[src/rtl/rv32i_decode_stage.sv]
`default_nettype none
// ============================================================================
// Module   : rv32i_decode_stage
// Purpose  : RV32I decode stage in front of the ALU. Captures one fetched
//            instruction per handshake, samples the register file read data
//            at that same moment, and presents a registered decoded bundle
//            (ALU op, operands, immediate, rd, control flags) to EX.
// Revision : 1.0 - initial release
// ----------------------------------------------------------------------------
// Configuration macro:
//   DECODE_SKID_EN : adds a one-entry skid buffer holding a full decoded
//                    bundle; if_ready then comes straight from a flop
//                    (!skid_valid) with no combinational path from ex_ready.
//                    Undefined (default): if_ready = !ex_valid | ex_ready.
// ----------------------------------------------------------------------------
// Ports:
//   clk, rst_n            clock, synchronous active-low reset
//   flush                 drop held bundle(s) and any incoming instruction
//   if_valid/if_ready     fetch-side handshake
//   if_instr, if_pc       instruction word and its address
//   rs1_addr, rs2_addr    register file read addresses (combinational)
//   rs1_data, rs2_data    register file read data, same cycle as address
//   ex_valid/ex_ready     EX-side handshake
//   ex_alu_op/a/b         ALU op code and operands
//   ex_imm, ex_pc, ex_rd  immediate, instruction PC, destination register
//   ex_reg_we, ex_funct3  rd write enable, funct3 passthrough
//   ex_is_*               branch / jal / jalr / load / store flags
//   ex_illegal            unrecognised encoding
// ============================================================================
module rv32i_decode_stage #(
    parameter logic [31:0] RESET_PC = 32'h0000_0000
) (
    input  logic        clk,
    input  logic        rst_n,
    input  logic        flush,
    input  logic        if_valid,
    output logic        if_ready,
    input  logic [31:0] if_instr,
    input  logic [31:0] if_pc,
    output logic [4:0]  rs1_addr,
    output logic [4:0]  rs2_addr,
    input  logic [31:0] rs1_data,
    input  logic [31:0] rs2_data,
    output logic        ex_valid,
    input  logic        ex_ready,
    output logic [4:0]  ex_alu_op,
    output logic [31:0] ex_alu_a,
    output logic [31:0] ex_alu_b,
    output logic [31:0] ex_imm,
    output logic [31:0] ex_pc,
    output logic [4:0]  ex_rd,
    output logic        ex_reg_we,
    output logic [2:0]  ex_funct3,
    output logic        ex_is_branch,
    output logic        ex_is_jal,
    output logic        ex_is_jalr,
    output logic        ex_is_load,
    output logic        ex_is_store,
    output logic        ex_illegal
);

    typedef struct packed {
        logic [4:0]  alu_op;
        logic [31:0] alu_a;
        logic [31:0] alu_b;
        logic [31:0] imm;
        logic [31:0] pc;
        logic [4:0]  rd;
        logic        reg_we;
        logic [2:0]  funct3;
        logic        is_branch;
        logic        is_jal;
        logic        is_jalr;
        logic        is_load;
        logic        is_store;
        logic        illegal;
    } bundle_t;

    localparam logic [6:0] c_OPC_OP     = 7'b0110011;
    localparam logic [6:0] c_OPC_OP_IMM = 7'b0010011;
    localparam logic [6:0] c_OPC_BRANCH = 7'b1100011;
    localparam logic [6:0] c_OPC_LOAD   = 7'b0000011;
    localparam logic [6:0] c_OPC_STORE  = 7'b0100011;
    localparam logic [6:0] c_OPC_LUI    = 7'b0110111;
    localparam logic [6:0] c_OPC_AUIPC  = 7'b0010111;
    localparam logic [6:0] c_OPC_JAL    = 7'b1101111;
    localparam logic [6:0] c_OPC_JALR   = 7'b1100111;

    localparam logic [4:0] c_ALU_ADD    = 5'b00000;
    localparam logic [6:0] c_F7_ZERO    = 7'b0000000;
    localparam logic [6:0] c_F7_ALT     = 7'b0100000;

    localparam bundle_t c_RST_BUNDLE = '{pc: RESET_PC, default: '0};

    // ------------------------------------------------------------------
    // Instruction fields and immediates
    // ------------------------------------------------------------------
    logic [6:0]  w_opcode;
    logic [2:0]  w_f3;
    logic [6:0]  w_f7;
    logic [4:0]  w_rd;
    logic [4:0]  w_shamt;
    logic [31:0] w_imm_i;
    logic [31:0] w_imm_s;
    logic [31:0] w_imm_b;
    logic [31:0] w_imm_u;
    logic [31:0] w_imm_j;

    assign w_opcode = if_instr[6:0];
    assign w_rd     = if_instr[11:7];
    assign w_f3     = if_instr[14:12];
    assign w_f7     = if_instr[31:25];
    assign w_shamt  = if_instr[24:20];

    assign w_imm_i = {{20{if_instr[31]}}, if_instr[31:20]};
    assign w_imm_s = {{20{if_instr[31]}}, if_instr[31:25], if_instr[11:7]};
    assign w_imm_b = {{19{if_instr[31]}}, if_instr[31], if_instr[7],
                      if_instr[30:25], if_instr[11:8], 1'b0};
    assign w_imm_u = {if_instr[31:12], 12'b0};
    assign w_imm_j = {{11{if_instr[31]}}, if_instr[31], if_instr[19:12],
                      if_instr[20], if_instr[30:21], 1'b0};

    assign rs1_addr = if_instr[19:15];
    assign rs2_addr = if_instr[24:20];

    // ------------------------------------------------------------------
    // Combinational decode of the instruction currently offered by fetch
    // ------------------------------------------------------------------
    bundle_t w_dec;
    logic    w_legal;

    always_comb begin
        w_dec        = '0;
        w_legal      = 1'b1;
        w_dec.pc     = if_pc;
        w_dec.rd     = w_rd;
        w_dec.funct3 = w_f3;
        w_dec.alu_op = c_ALU_ADD;

        case (w_opcode)
            c_OPC_OP: begin
                w_dec.alu_op = {1'b0, w_f7[5], w_f3};
                w_dec.alu_a  = rs1_data;
                w_dec.alu_b  = rs2_data;
                w_dec.reg_we = 1'b1;
                // Alternate funct7 only exists for SUB and SRA.
                w_legal = (w_f7 == c_F7_ZERO) ||
                          ((w_f7 == c_F7_ALT) && ((w_f3 == 3'b000) || (w_f3 == 3'b101)));
            end
            c_OPC_OP_IMM: begin
                // Bit 30 selects SRAI; for every other funct3 it is immediate data.
                w_dec.alu_op = {1'b0, (w_f3 == 3'b101) ? w_f7[5] : 1'b0, w_f3};
                w_dec.alu_a  = rs1_data;
                w_dec.alu_b  = w_imm_i;
                w_dec.imm    = w_imm_i;
                w_dec.reg_we = 1'b1;
                if (w_f3 == 3'b001) begin
                    w_dec.alu_b = {27'b0, w_shamt};
                    w_legal     = (w_f7 == c_F7_ZERO);
                end else if (w_f3 == 3'b101) begin
                    w_dec.alu_b = {27'b0, w_shamt};
                    w_legal     = (w_f7 == c_F7_ZERO) || (w_f7 == c_F7_ALT);
                end
            end
            c_OPC_BRANCH: begin
                w_dec.alu_op    = {2'b10, w_f3};
                w_dec.alu_a     = rs1_data;
                w_dec.alu_b     = rs2_data;
                w_dec.imm       = w_imm_b;
                w_dec.is_branch = 1'b1;
                w_legal         = (w_f3 != 3'b010) && (w_f3 != 3'b011);
            end
            c_OPC_LOAD: begin
                w_dec.alu_a   = rs1_data;
                w_dec.alu_b   = w_imm_i;
                w_dec.imm     = w_imm_i;
                w_dec.reg_we  = 1'b1;
                w_dec.is_load = 1'b1;
                // LB/LH/LW/LBU/LHU only.
                w_legal = (w_f3 != 3'b011) && (w_f3 != 3'b110) && (w_f3 != 3'b111);
            end
            c_OPC_STORE: begin
                w_dec.alu_a    = rs1_data;
                w_dec.alu_b    = w_imm_s;
                w_dec.imm      = w_imm_s;
                w_dec.is_store = 1'b1;
                w_legal        = (w_f3[2] == 1'b0) && (w_f3 != 3'b011);
            end
            c_OPC_LUI: begin
                w_dec.alu_a  = 32'h0;
                w_dec.alu_b  = w_imm_u;
                w_dec.imm    = w_imm_u;
                w_dec.reg_we = 1'b1;
            end
            c_OPC_AUIPC: begin
                w_dec.alu_a  = if_pc;
                w_dec.alu_b  = w_imm_u;
                w_dec.imm    = w_imm_u;
                w_dec.reg_we = 1'b1;
            end
            c_OPC_JAL: begin
                // ALU computes the link address; EX adds imm to pc for the target.
                w_dec.alu_a  = if_pc;
                w_dec.alu_b  = 32'd4;
                w_dec.imm    = w_imm_j;
                w_dec.reg_we = 1'b1;
                w_dec.is_jal = 1'b1;
            end
            c_OPC_JALR: begin
                w_dec.alu_a   = if_pc;
                w_dec.alu_b   = 32'd4;
                w_dec.imm     = w_imm_i;
                w_dec.reg_we  = 1'b1;
                w_dec.is_jalr = 1'b1;
                w_legal       = (w_f3 == 3'b000);
            end
            default: begin
                w_legal = 1'b0;
            end
        endcase

        if (!w_legal) begin
            w_dec.alu_op    = c_ALU_ADD;
            w_dec.alu_a     = 32'h0;
            w_dec.alu_b     = 32'h0;
            w_dec.imm       = 32'h0;
            w_dec.reg_we    = 1'b0;
            w_dec.is_branch = 1'b0;
            w_dec.is_jal    = 1'b0;
            w_dec.is_jalr   = 1'b0;
            w_dec.is_load   = 1'b0;
            w_dec.is_store  = 1'b0;
            w_dec.illegal   = 1'b1;
        end

        // x0 is hardwired; never request a write to it.
        if (w_rd == 5'd0) begin
            w_dec.reg_we = 1'b0;
        end
    end

    // ------------------------------------------------------------------
    // Handshake and pipeline registers
    // ------------------------------------------------------------------
    bundle_t ex_q;
    bundle_t ex_d;
    logic    ex_valid_q;
    logic    ex_valid_d;
    logic    w_accept;

    // flush wins over an offered instruction even while if_ready is high.
    assign w_accept = if_valid && if_ready && !flush;

`ifdef DECODE_SKID_EN
    bundle_t skid_q;
    bundle_t skid_d;
    logic    skid_valid_q;
    logic    skid_valid_d;
    logic    w_ex_free;

    // Driven directly by a flop, so ex_ready never reaches if_ready combinationally.
    assign if_ready  = !skid_valid_q;
    assign w_ex_free = !ex_valid_q || ex_ready;

    always_comb begin
        ex_d         = ex_q;
        ex_valid_d   = ex_valid_q;
        skid_d       = skid_q;
        skid_valid_d = skid_valid_q;
        if (flush) begin
            ex_valid_d   = 1'b0;
            skid_valid_d = 1'b0;
        end else if (w_ex_free) begin
            // The skid entry is older than anything fetch offers, so it goes first.
            // While it is full if_ready is low, so no accept can coincide.
            if (skid_valid_q) begin
                ex_d         = skid_q;
                ex_valid_d   = 1'b1;
                skid_valid_d = 1'b0;
            end else if (w_accept) begin
                ex_d       = w_dec;
                ex_valid_d = 1'b1;
            end else begin
                ex_valid_d = 1'b0;
            end
        end else if (w_accept) begin
            skid_d       = w_dec;
            skid_valid_d = 1'b1;
        end
    end

    always_ff @(posedge clk) begin
        if (!rst_n) begin
            skid_q       <= c_RST_BUNDLE;
            skid_valid_q <= 1'b0;
        end else begin
            skid_q       <= skid_d;
            skid_valid_q <= skid_valid_d;
        end
    end
`else
    assign if_ready = !ex_valid_q || ex_ready;

    always_comb begin
        ex_d       = ex_q;
        ex_valid_d = ex_valid_q;
        if (flush) begin
            ex_valid_d = 1'b0;
        end else if (w_accept) begin
            ex_d       = w_dec;
            ex_valid_d = 1'b1;
        end else if (ex_ready) begin
            ex_valid_d = 1'b0;
        end
    end
`endif

    always_ff @(posedge clk) begin
        if (!rst_n) begin
            ex_q       <= c_RST_BUNDLE;
            ex_valid_q <= 1'b0;
        end else begin
            ex_q       <= ex_d;
            ex_valid_q <= ex_valid_d;
        end
    end

    // ------------------------------------------------------------------
    // Outputs
    // ------------------------------------------------------------------
    assign ex_valid     = ex_valid_q;
    assign ex_alu_op    = ex_q.alu_op;
    assign ex_alu_a     = ex_q.alu_a;
    assign ex_alu_b     = ex_q.alu_b;
    assign ex_imm       = ex_q.imm;
    assign ex_pc        = ex_q.pc;
    assign ex_rd        = ex_q.rd;
    assign ex_reg_we    = ex_q.reg_we;
    assign ex_funct3    = ex_q.funct3;
    assign ex_is_branch = ex_q.is_branch;
    assign ex_is_jal    = ex_q.is_jal;
    assign ex_is_jalr   = ex_q.is_jalr;
    assign ex_is_load   = ex_q.is_load;
    assign ex_is_store  = ex_q.is_store;
    assign ex_illegal   = ex_q.illegal;

endmodule

`default_nettype wire
[config.mk]
export PLATFORM = sky130hd
export DESIGN_NAME = rv32i_decode_stage
export DESIGN_NICKNAME = d
export VERILOG_FILES = /design/src/rtl/rv32i_decode_stage.sv
export SDC_FILE = /design/constraint.sdc
export NUM_CORES = 1
export LEC_CHECK = 0
export CORE_ASPECT_RATIO = 2
export CORE_UTILIZATION = 39
export CTS_BUF_LIST = sky130_fd_sc_hd__clkbuf_4 sky130_fd_sc_hd__clkbuf_8
export DETAILED_ROUTE_END_ITERATION = 7
export GPL_TIMING_DRIVEN = 0
export PLACE_DENSITY = 0.79
export SKIP_CTS_REPAIR_TIMING = 1
export SLEW_MARGIN = 20
export SYNTH_ARGS = -nofsm -noshare
export SYNTH_HDL_FRONTEND = slang
export SYNTH_SLANG_ARGS = --single-unit
[constraint.sdc]
create_clock -name clk -period 1.65 [get_ports clk]
set_input_delay 0.2475 -clock clk [delete_from_list [all_inputs] [get_ports clk]]
set_output_delay 0.2475 -clock clk [all_outputs]
set_load 0.02 [all_outputs]
==> impl_results.md <==
* Result of the run: finished, violations left
* Violations in the final reports: negative setup slack
* Clock tree from TritonCTS: built
* Total power density per cell area at around 700 nW/um^2
* Buffer type at the clock tree root: sky130_fd_sc_hd__clkbuf_8
* Worst endpoint required time at 1990 ps
* DRT Wirelength at 25400 um
* Total global routing track utilization at 0.278
* Crit Path Class: flip-flop to flip-flop
* Max clock buf depth at 2
* Global-route wire length before repair at between 30000 and 40000 um
* Standard cell with the maximum stage delay on the critical path: sky130_fd_sc_hd__dfxtp_2
* Startpoint class of the critical path: flip-flop
* Die boundary width at 92.2 um
* Cell with the most instances after synthesis: sky130_fd_sc_hd__nand2_1
* FP Rows at 65
* Total die area at 16800 um^2
* Cell type group with the largest total delay on the critical path: simple AND/OR/NAND/NOR gates
* Unrepaired setup endpoints after global routing: true
* Starting density of the core at 0.400
* Clock buffers created by TritonCTS at 17
* Clock-pin slew on the worst setup and hold paths at ~90 ps
* Most used flip-flop cell after synthesis: sky130_fd_sc_hd__dfxtp_1
* Most instantiated cells after synthesis: sky130_fd_sc_hd__nand2_1, sky130_fd_sc_hd__dfxtp_1, sky130_fd_sc_hd__o21ai_2
* Total clock sinks at 149
* Skew-Pair Late Insertion Delay at about 450 ps
* Total power of the final layout at 7880 uW
* Post-Synthesis Net Count at 843
* Initial antenna violation count at 2
* Count of unresolved DRC violations after routing at 0
* Mean instance size in the synthesized netlist at just under 9 um^2
* Total number of H-tree levels at 4
* DR iter-0 viols at 312
* Top area cells in the synthesized netlist: sky130_fd_sc_hd__dfxtp_1, sky130_fd_sc_hd__nand2_1, sky130_fd_sc_hd__o21ai_2
* Largest stage delay on the critical path at 320 ps
* Type of the worst min-delay path: input port to flip-flop
* Final critical-path share of the clock period at 1.08
* Final setup slack of the worst path at -135 ps
* Number of enable-type register cells in the synthesized netlist at 0
* Standard cell core area at 15900 um^2
* Ports at 293
* Crit-path most repeated cell: sky130_fd_sc_hd__buf_6
* Final count of negative-setup-slack endpoints at 58
* Cell type with the largest total area after synthesis: sky130_fd_sc_hd__dfxtp_1
* Post-Place Setup Slack at -1220 ps
* Final count of hold timing violations at 0
* Data arrival, critical path at around 2100 ps
* CP Max Fanout at 7
* Proportion of netlist area held by the largest area contributor at 0.470
* Post-synthesis cell type count at 57
* Share of cells above drive strength 1 at 0.240
* Post-route clock skew at approximately 9.6 ps
* Final net count at 1176
* Endpoint kind of the worst setup timing path: flip-flop
* Max-capacitance violation count at 0
* Headroom to the max-slew limit at 0.584
* Via-per-instance ratio at roughly 5.4
* Mapped Area at 6350 um^2
* Vertical extent of the die at ~180 um
* Via count of the first global-routing pass at 6282
* Gate count after technology mapping at 710
* Number of search-and-repair iterations in the first detailed-routing pass at 5
* Max Fclk at 560 MHz
* Final estimated routing congestion in global placement at 0.972
* Shortest clock period the worst path allows after layout at 1790 ps
* Register bit count reported by yosys at ~150
* Leakage Power at 0.00678 uW
* Area added between synthesis and finish at 77.1%
* Detailed placement HPWL at 18300 um
* Global route overflow at 0
* Critical-path cell list: nor2b_4, inv_2, nand3b_1, and2_4, buf_8, buf_6, clkbuf_16, buf_6, a32o_1
* Routed length per instance at a little over 20 um
* Input/output buffers at 290
* Yosys Warn Count at 0
* Via total after detailed routing at 6787
* Highest ir drop seen on vdd at 0.675 mV
* Share of the yosys chip area belonging to registers at 0.470
* Number of nets with antenna violations after detailed routing at 0
* Fraction of registers with async set/reset at 0
* Largest net degree at the start of global routing at 17
* Least-Margin Pin Slew at 624 ps
* CP Buf/Inv Count at 5
* Max-slew violations at 0
-- metal layers --
layer / wire [um] / up-vias / GRT usage
li1: - / 3187 / -
met1: 8700 / 3246 / 0.272
met2: 14200 / 292 / 0.530
met3: 1380 / 62 / 0.0625
met4: 1180 / 0 / 0.144
met5: 0 / - / 0
-- power by group --
part	internal [uW]	switching, uW
Sequential	3640	20.9
Clock	1630	1390
Combinational	620	569
Total	5900	1980
-- worst reg2reg max path: stages (launching register included) --
cell and delay [ps]:
sky130_fd_sc_hd__dfxtp_2 320, sky130_fd_sc_hd__nor2b_4 130, sky130_fd_sc_hd__inv_2 60, sky130_fd_sc_hd__nand3b_1 220, sky130_fd_sc_hd__and2_4 230, sky130_fd_sc_hd__buf_8 130, sky130_fd_sc_hd__buf_6 120, sky130_fd_sc_hd__clkbuf_16 150
sky130_fd_sc_hd__buf_6 120, sky130_fd_sc_hd__a32o_1 210
-- kinds of logic (layout without fill, tap and decap cells) --
group | after synthesis | count (layout) | share of synthesized area
buffers and inverters | 76 | 421 | 0.0637
XOR/XNOR | 1 | 1 | 0.00138
AO/OA/AOI/OAI | 263 | 263 | 0.311
multiplexers | 1 | 1 | 0.00177
flip-flops | 149 | 149 | 0.470
other | 0 | 2 | 0
AND/OR/NAND/NOR | 220 | 220 | 0.153
-- flip-flops by register name, summed over array words and instances (netlist names), 3 cells and up --
register / cells
ex_alu_a: 32
ex_alu_b: 32
ex_alu_op: 5
ex_funct3: 3
ex_imm: 32
ex_pc: 32
ex_rd: 5
-- path summary, 6_finish.rpt --
path         slack [ps]                        end                      start  cells past startpoint
max reg2reg        -140  ex_alu_op[2]$_SDFFE_PN0P_      ex_valid$_SDFFE_PP0P_                      9
max                -140  ex_alu_op[2]$_SDFFE_PN0P_      ex_valid$_SDFFE_PP0P_                      9
min reg2reg         450  ex_alu_a[16]$_SDFFE_PN0P_  ex_alu_a[16]$_SDFFE_PN0P_                      2
min                  90  ex_funct3[2]$_SDFFE_PN0P_               if_instr[14]                      3
-- layout make-up --
type / count / area [um^2]
plain buffers: 68 / 576
fillers: 1205 / 4620
diodes: 2 / 5.00
clock inverters: 9 / 126
multi-input cells: 485 / 3270
inverters: 3 / 11.3
well taps: 201 / 251
repair buffers: 319 / 3730
flip-flops and latches: 149 / 2980
clock buffers: 22 / 290
-- placed cells by master (no fill, tap or decap), types with 3 or more instances in the layout --
cell type / count
sky130_fd_sc_hd__a22oi_1: 39
sky130_fd_sc_hd__nor2_1: 7
sky130_fd_sc_hd__buf_2: 9
sky130_fd_sc_hd__o21ai_0: 19
sky130_fd_sc_hd__nand2_2: 41
sky130_fd_sc_hd__clkinv_2: 4
sky130_fd_sc_hd__clkbuf_1: 13
sky130_fd_sc_hd__buf_4: 28
sky130_fd_sc_hd__a32o_1: 10
sky130_fd_sc_hd__nand2_4: 7
sky130_fd_sc_hd__nand2_1: 138
sky130_fd_sc_hd__o21ai_2: 48
sky130_fd_sc_hd__a21boi_0: 41
sky130_fd_sc_hd__buf_8: 13
sky130_fd_sc_hd__clkbuf_4: 8
sky130_fd_sc_hd__buf_6: 5
sky130_fd_sc_hd__bufinv_16: 3
sky130_fd_sc_hd__nor3_4: 3
sky130_fd_sc_hd__clkbuf_2: 14
sky130_fd_sc_hd__a221oi_1: 19
sky130_fd_sc_hd__a222oi_1: 4
sky130_fd_sc_hd__buf_12: 7
sky130_fd_sc_hd__clkbuf_8: 20
sky130_fd_sc_hd__a21oi_1: 24
sky130_fd_sc_hd__dlymetal6s2s_1: 168
sky130_fd_sc_hd__clkbuf_16: 10
sky130_fd_sc_hd__o21ai_1: 30
sky130_fd_sc_hd__clkdlybuf4s50_1: 114
sky130_fd_sc_hd__a22oi_2: 4
sky130_fd_sc_hd__dfxtp_1: 148
-- metrics by stage --
stage / instance area, um^2 / hold slack (ps) / TNS (ps) / std cells / util
floorplan: 6420 / 316 / -5030 / 710 / -
global placement: 9570 / 434 / -139790 / 1201 / 0.603
detailed placement: 9570 / 440 / -143110 / 1201 / 0.603
CTS: 9990 / 53.3 / -79780 / 1232 / 0.630
global route: 11200 / 79.1 / -7460 / 1258 / 0.709
finish: 11200 / 87.4 / -3440 / 1258 / 0.709
(Power assumes the default switching activity.)
